===== config.mk =====
export PLATFORM = sky130hd
export DESIGN_NAME = quad_scan_ctrl
export DESIGN_NICKNAME = d
export VERILOG_FILES = /design/src/rtl/quad_scan_ctrl.sv
export SDC_FILE = /design/constraint.sdc
export NUM_CORES = 1
export LEC_CHECK = 0
export ABC_AREA = 1
export BUFFER_PORTS_ARGS = -buffer_cell sky130_fd_sc_hd__buf_2
export CAP_MARGIN = 20
export CELL_PAD_IN_SITES_DETAIL_PLACEMENT = 1
export CELL_PAD_IN_SITES_GLOBAL_PLACEMENT = 1
export CORE_UTILIZATION = 42
export DETAILED_ROUTE_END_ITERATION = 8
export PLACE_DENSITY_LB_ADDON = 0.1
export REMOVE_ABC_BUFFERS = 1
export SLEW_MARGIN = 40
export SYNTH_ARGS = -nofsm -noshare
export SYNTH_HDL_FRONTEND = slang
export SYNTH_SLANG_ARGS = --single-unit

===== constraint.sdc =====
create_clock -name clk -period 3.1 [get_ports clk]
set_input_delay 0.62 -clock clk [delete_from_list [all_inputs] [get_ports clk]]
set_output_delay 0.62 -clock clk [all_outputs]
set_load 0.02 [all_outputs]

===== src/rtl/quad_scan_ctrl.sv =====
// quad_scan_ctrl: time-multiplexed quadrature decoder for N_ENC encoders with a single-cycle read port.
// Define QUAD_ERR_EN to add per-encoder sticky illegal-transition flags returned on rd_err.
module quad_scan_ctrl #(
    parameter int N_ENC = 4,
    parameter int CNT_W = 16,
    parameter int DIV   = 50,
    localparam int SEL_W = (N_ENC > 1) ? $clog2(N_ENC) : 1
) (
    input  logic             clk,
    input  logic             reset,
    input  logic [N_ENC-1:0] quadA,
    input  logic [N_ENC-1:0] quadB,
    input  logic             clr,
    input  logic             rd_req,
    input  logic [SEL_W-1:0] rd_sel,
    output logic             rd_ack,
    output logic [CNT_W-1:0] rd_count,
    output logic             rd_err
);
    localparam int PRE_W = $clog2(DIV);
    typedef enum logic {IDLE, SCAN} state_t;
    state_t           r_state, w_state_nxt;
    logic [SEL_W-1:0] r_idx, w_idx_nxt;
    logic [PRE_W-1:0] r_pre;
    logic [N_ENC-1:0] r_a1, r_a2, r_b1, r_b2;
    logic [1:0]       r_prev [N_ENC];
    logic [CNT_W-1:0] r_cnt [N_ENC];
    logic             r_prime;
    logic             w_tick, w_last, w_step, w_inc, w_dec, w_ill, w_rd_ok, w_err_rd;
    logic [3:0]       w_code;
    always_ff @(posedge clk) begin
        if (reset) begin
            r_a1 <= '0;
            r_a2 <= '0;
            r_b1 <= '0;
            r_b2 <= '0;
        end else begin
            r_a1 <= quadA;
            r_a2 <= r_a1;
            r_b1 <= quadB;
            r_b2 <= r_b1;
        end
    end
    assign w_tick  = r_pre == PRE_W'(DIV - 1);
    assign w_code  = {r_prev[r_idx], r_a2[r_idx], r_b2[r_idx]};
    assign w_inc   = w_code inside {4'b0010, 4'b0100, 4'b1011, 4'b1101};
    assign w_dec   = w_code inside {4'b0001, 4'b0111, 4'b1000, 4'b1110};
    assign w_ill   = w_code inside {4'b0011, 4'b0110, 4'b1001, 4'b1100};
    assign w_step  = (r_state == SCAN) && !r_prime;
    assign w_rd_ok = {1'b0, rd_sel} < (SEL_W + 1)'(N_ENC);
    always_comb begin
        w_last      = r_idx == SEL_W'(N_ENC - 1);
        w_state_nxt = (r_state == IDLE) ? (w_tick ? SCAN : IDLE) : (w_last ? IDLE : SCAN);
        w_idx_nxt   = (r_state == SCAN && !w_last) ? r_idx + 1'b1 : '0;
    end
    // The priming scan only loads prev, so stale history never produces a count after reset/clr.
    always_ff @(posedge clk) begin
        if (reset || clr) begin
            r_state <= IDLE;
            r_idx   <= '0;
            r_pre   <= '0;
            r_prime <= 1'b1;
            for (int k = 0; k < N_ENC; k++) r_cnt[k] <= '0;
        end else begin
            r_state <= w_state_nxt;
            r_idx   <= w_idx_nxt;
            r_pre   <= w_tick ? '0 : r_pre + 1'b1;
            if (r_state == SCAN) begin
                r_prev[r_idx] <= {r_a2[r_idx], r_b2[r_idx]};
                if (w_last) r_prime <= 1'b0;
                if (w_step && (w_inc || w_dec))
                    r_cnt[r_idx] <= w_inc ? r_cnt[r_idx] + 1'b1 : r_cnt[r_idx] - 1'b1;
            end
        end
    end
`ifdef QUAD_ERR_EN
    logic [N_ENC-1:0] r_err;
    // A set from the scan takes priority over a read-clear on the same encoder.
    always_ff @(posedge clk) begin
        if (reset || clr) r_err <= '0;
        else
            for (int k = 0; k < N_ENC; k++)
                if (w_step && w_ill && r_idx == SEL_W'(k)) r_err[k] <= 1'b1;
                else if (rd_req && rd_sel == SEL_W'(k)) r_err[k] <= 1'b0;
    end
    assign w_err_rd = w_rd_ok && r_err[rd_sel];
`else
    assign w_err_rd = 1'b0;
`endif
    always_ff @(posedge clk) begin
        if (reset) begin
            rd_ack   <= 1'b0;
            rd_count <= '0;
            rd_err   <= 1'b0;
        end else begin
            rd_ack <= rd_req;
            if (rd_req) begin
                rd_count <= w_rd_ok ? r_cnt[rd_sel] : '0;
                rd_err   <= w_err_rd;
            end
        end
    end
endmodule


==> impl_metrics.py <==
metrics = {
    "power": {
        "p_per_area_nw_per_um2": 552.2,
        "seqPwrFrac_pct": 43.1,
        "p_sw_share_pct": 24.08,
        "clkPwrFrac_pct": 46.6,
        "power.internal_w": 0.003014,
        "ir_drop_v": 0.0003744,
        "p_comb_share_pct": 10.3,
        "power_switching_w": 0.0009561,
        "cellLeakagePower_nw": 3.224,
        "total_power_w": 0.003970,
    },
    "clock_network": {
        "clock_path_buffers": 2,
        "clk_latency_ns": 0.42,
        "tritoncts": "done",
        "post_cts_buffers": 0,
        "cts_resized": 0,
        "clock_sinks": 115,
        "htreeDepth": 4,
        "cts.clk_slew.worst_paths_ns": 0.05,
        "cts_buffers": 17,
        "cts_hold_buf": 0,
        "clockRootBuffer": "clkbuf_16",
    },
    "setup_path": {
        "crit_path_start_kind": "flip-flop",
        "crit_fanout": 17,
        "end_kind": "flip-flop",
        "cp_slowest_cell": "dfxtp_2",
        "cp_common_cell": "nand2_1",
        "cp_slowest_stage_delay_ns": 0.36,
        "worstPathCellList": "buf_6 -> nand2_1 -> nand3_1 -> nand2_1 -> nand2_1 -> nand2_1 -> inv_1 -> nand2_1 -> buf_12 -> ha_1 -> a21oi_1 -> a21boi_1 -> nand3_1 -> or2_2 -> nand3_1 -> nor2_1",
        "worstSetupPathType": "reg2reg",
        "critical_path_arrival_ns": 3.09,
        "path_buf_inv": 3,
        "reg2reg_slack_ns": 0.17,
        "critical-path-top-delay-family": "simple AND/OR/NAND/NOR gates",
        "required_ns": 3.26,
    },
    "final_layout": {
        "fillerInstances": 1659,
        "nets": 832,
        "multiInputGateArea_um2": 2623,
        "design_area_um2": 7189,
        "antennaDiodeCount": 0,
        "regArea_um2": 3024,
        "drive_above_1_share_pct": 14.44,
        "area_growth_pct": 18.23,
    },
    "logic_synthesis": {
        "ys_seq_area_share_pct": 49.71,
        "synth_cells": 754,
        "syn-cell-area_um2": 6081,
        "synth.avg_cell_area_um2": 8.065,
        "yosys_register_bits": 115,
        "synth_cell_type_count": 36,
        "yosysWarnings": 0,
    },
    "timing": {
        "report.final.hold_viol_count": 0,
        "period_share_pct": 94.65,
        "grt_setup_unrepaired": "yes",
        "worstMarginPinSlew_ns": 0.6576,
        "fin_worst_skew_ns": 0.01088,
        "max_freq_ghz": 0.3408,
        "finalMaxSlewViolations": 0,
        "relSlewSlack_pct": 56.16,
        "period_minus_slack_ns": 2.934,
        "final-setup-viol-count": 0,
    },
    "global_routing": {
        "antenna_found_initial": 0,
        "gr-total-overflow": 0,
        "grt_usage_pct": 25.17,
        "grt_pass1_vias": 5382,
        "grt_max_degree": 44,
        "grt_pass1_wl_mm": 27.79,
    },
    "flow_run": {
        "cap_violations": 0,
    },
    "drt": {
        "routed_wl_mm": 17.81,
        "routed_via_density": 5.366,
        "post_drt_wl_per_cell_um": 17.99,
        "ant_nets": 0,
        "dr.pass1.iters": 5,
        "first_iter_violations": 310,
        "drc": 0,
        "vias": 5312,
    },
    "placement": {
        "place.gp.congestion": 0.8276,
        "io_buffers": 30,
        "placed_cell_area_um2": 6536,
        "hpwl_mm": 12.23,
    },
    "floorplanning": {
        "std_cell_rows": 43,
        "die_y_um": 122.3,
        "ios": 32,
        "design.core.area_um2": 13990,
        "initial_core_util_pct": 43.47,
        "die_w_um": 122.3,
        "die_area_um2": 14960,
    },
    "worst_hold_path": {
        "hp-class": "reg2reg",
    },
    "outcome": {
        "outcome": "complete, no violations",
    },
}
-- worst min-delay path, cell delays in order (launching register included) --
cell and delay, ns:
dfxtp_1 0.29, inv_1 0.04, nor2_1 0.03
-- worst paths after layout --
check,endpoint,cells past startpoint,startpoint
worst min register to register,r_a2[3],2,r_a1[3]
worst max register to register,r_cnt[0][9],16,r_idx[0]
worst max-delay path,r_cnt[0][9],16,r_idx[0]
worst min-delay path,r_a2[3],2,r_a1[3]
-- routing by layer --
layer	part of all wire [%]	vias up	track usage [%]
met5	0	-	0
met4	0.97	0	7.622
met3	4.4	22	5.297
met2	49	121	42.59
met1	46	2607	32.11
li1	-	2562	-
-- cells in the mapped netlist --
cell type,instances,area share (%)
clkbuf_1,24,1.5
fa_1,1,0.33
a21o_1,3,0.37
a21oi_1,45,3.7
o21ai_0,107,8.8
ha_1,20,4.1
or2_2,1,0.10
nand3_1,36,3.0
a21boi_0,1,0.12
nand3_2,2,0.33
nand4_1,4,0.41
edfxtp_1,72,36
nor3_1,6,0.49
inv_2,5,0.31
o32ai_1,1,0.14
o31ai_1,2,0.25
inv_1,83,5.1
nand3_4,2,0.58
dfxtp_1,43,14
conb_1,1,0.062
buf_4,4,0.49
o211ai_1,1,0.12
o21bai_1,2,0.25
nor2_4,1,0.19
clkinv_1,1,0.062
xnor2_1,6,0.86
nand2_2,5,0.51
a311o_1,1,0.16
nand3b_1,1,0.12
buf_6,4,0.74
buf_2,3,0.25
and2_1,1,0.10
nand2_1,98,6.0
a31oi_1,1,0.10
nor2_1,162,10
xor2_1,4,0.58
-- cell families after synthesis --
family | after synthesis | synth area share, %
AO/OA/AOI/OAI | 164 | 14.03
XOR/XNOR | 10 | 1.440
adder cells (fa/ha/maj) | 21 | 4.444
buffers and inverters | 124 | 8.457
flip-flops | 115 | 49.71
other | 1 | 0.06167
AND/OR/NAND/NOR | 319 | 21.85
-- cell type report --
| cell class | instances | area share, % |
|---|---|---|
| sequential | 115 | 42.06 |
| multi-input combinational | 515 | 36.48 |
| clock buffer | 29 | 7.675 |
| timing repair buffer | 59 | 5.743 |
| inverter | 89 | 4.682 |
| tap | 180 | 3.133 |
| clock inverter | 3 | 0.2262 |
-- power groups by stage --
stage / clock, W / sequential, W / combinational [W]
floorplan: 0 / 0.00176 / 0.000217
global route: 0.00195 / 0.00172 / 0.000453
global placement: 0 / 0.00174 / 0.000378
finish: 0.00185 / 0.00171 / 0.000408
detailed placement: 0 / 0.00174 / 0.000391
CTS: 0.00188 / 0.00171 / 0.000395
-- state kept, by name, summed over array words and instances (netlist names) --
name and cells:
r_cnt 64, rd_count 16, r_prev 8, r_pre 6, r_a1 4, r_a2 4
r_b1 4, r_b2 4, r_idx 2, r_prime 1, r_state 1, rd_ack 1
-- through the flow --
step | TNS (ns) | cells | hold WS (ns) | setup slack, ns | utilization (%)
after floorplan | -46.42 | 719 | 0.3883 | -0.7035 | -
after global placement | 0 | 958 | 0.3962 | 0.1931 | 46.73
after detailed placement | 0 | 958 | 0.3991 | 0.1048 | 46.73
after CTS | 0 | 990 | 0.3983 | 0.06146 | 50.79
after global routing | -0.07417 | 990 | 0.4120 | -0.01543 | 51.40
final | 0 | 990 | 0.4035 | 0.1660 | 51.40
-- placed cells by master, fill, tap and decap left out, types with 5 or more instances in the layout --
master	n
buf_2	30
xnor2_1	6
clkbuf_16	18
nand2_2	5
buf_4	24
o21ai_0	103
nor2_1	159
a21oi_1	44
nor3_1	6
ha_1	14
nand2_1	98
edfxtp_1	72
nand3_1	34
dfxtp_1	42
clkbuf_1	5
inv_1	83
clkbuf_8	6
Note: power is estimated with default switching activity, not from simulation.
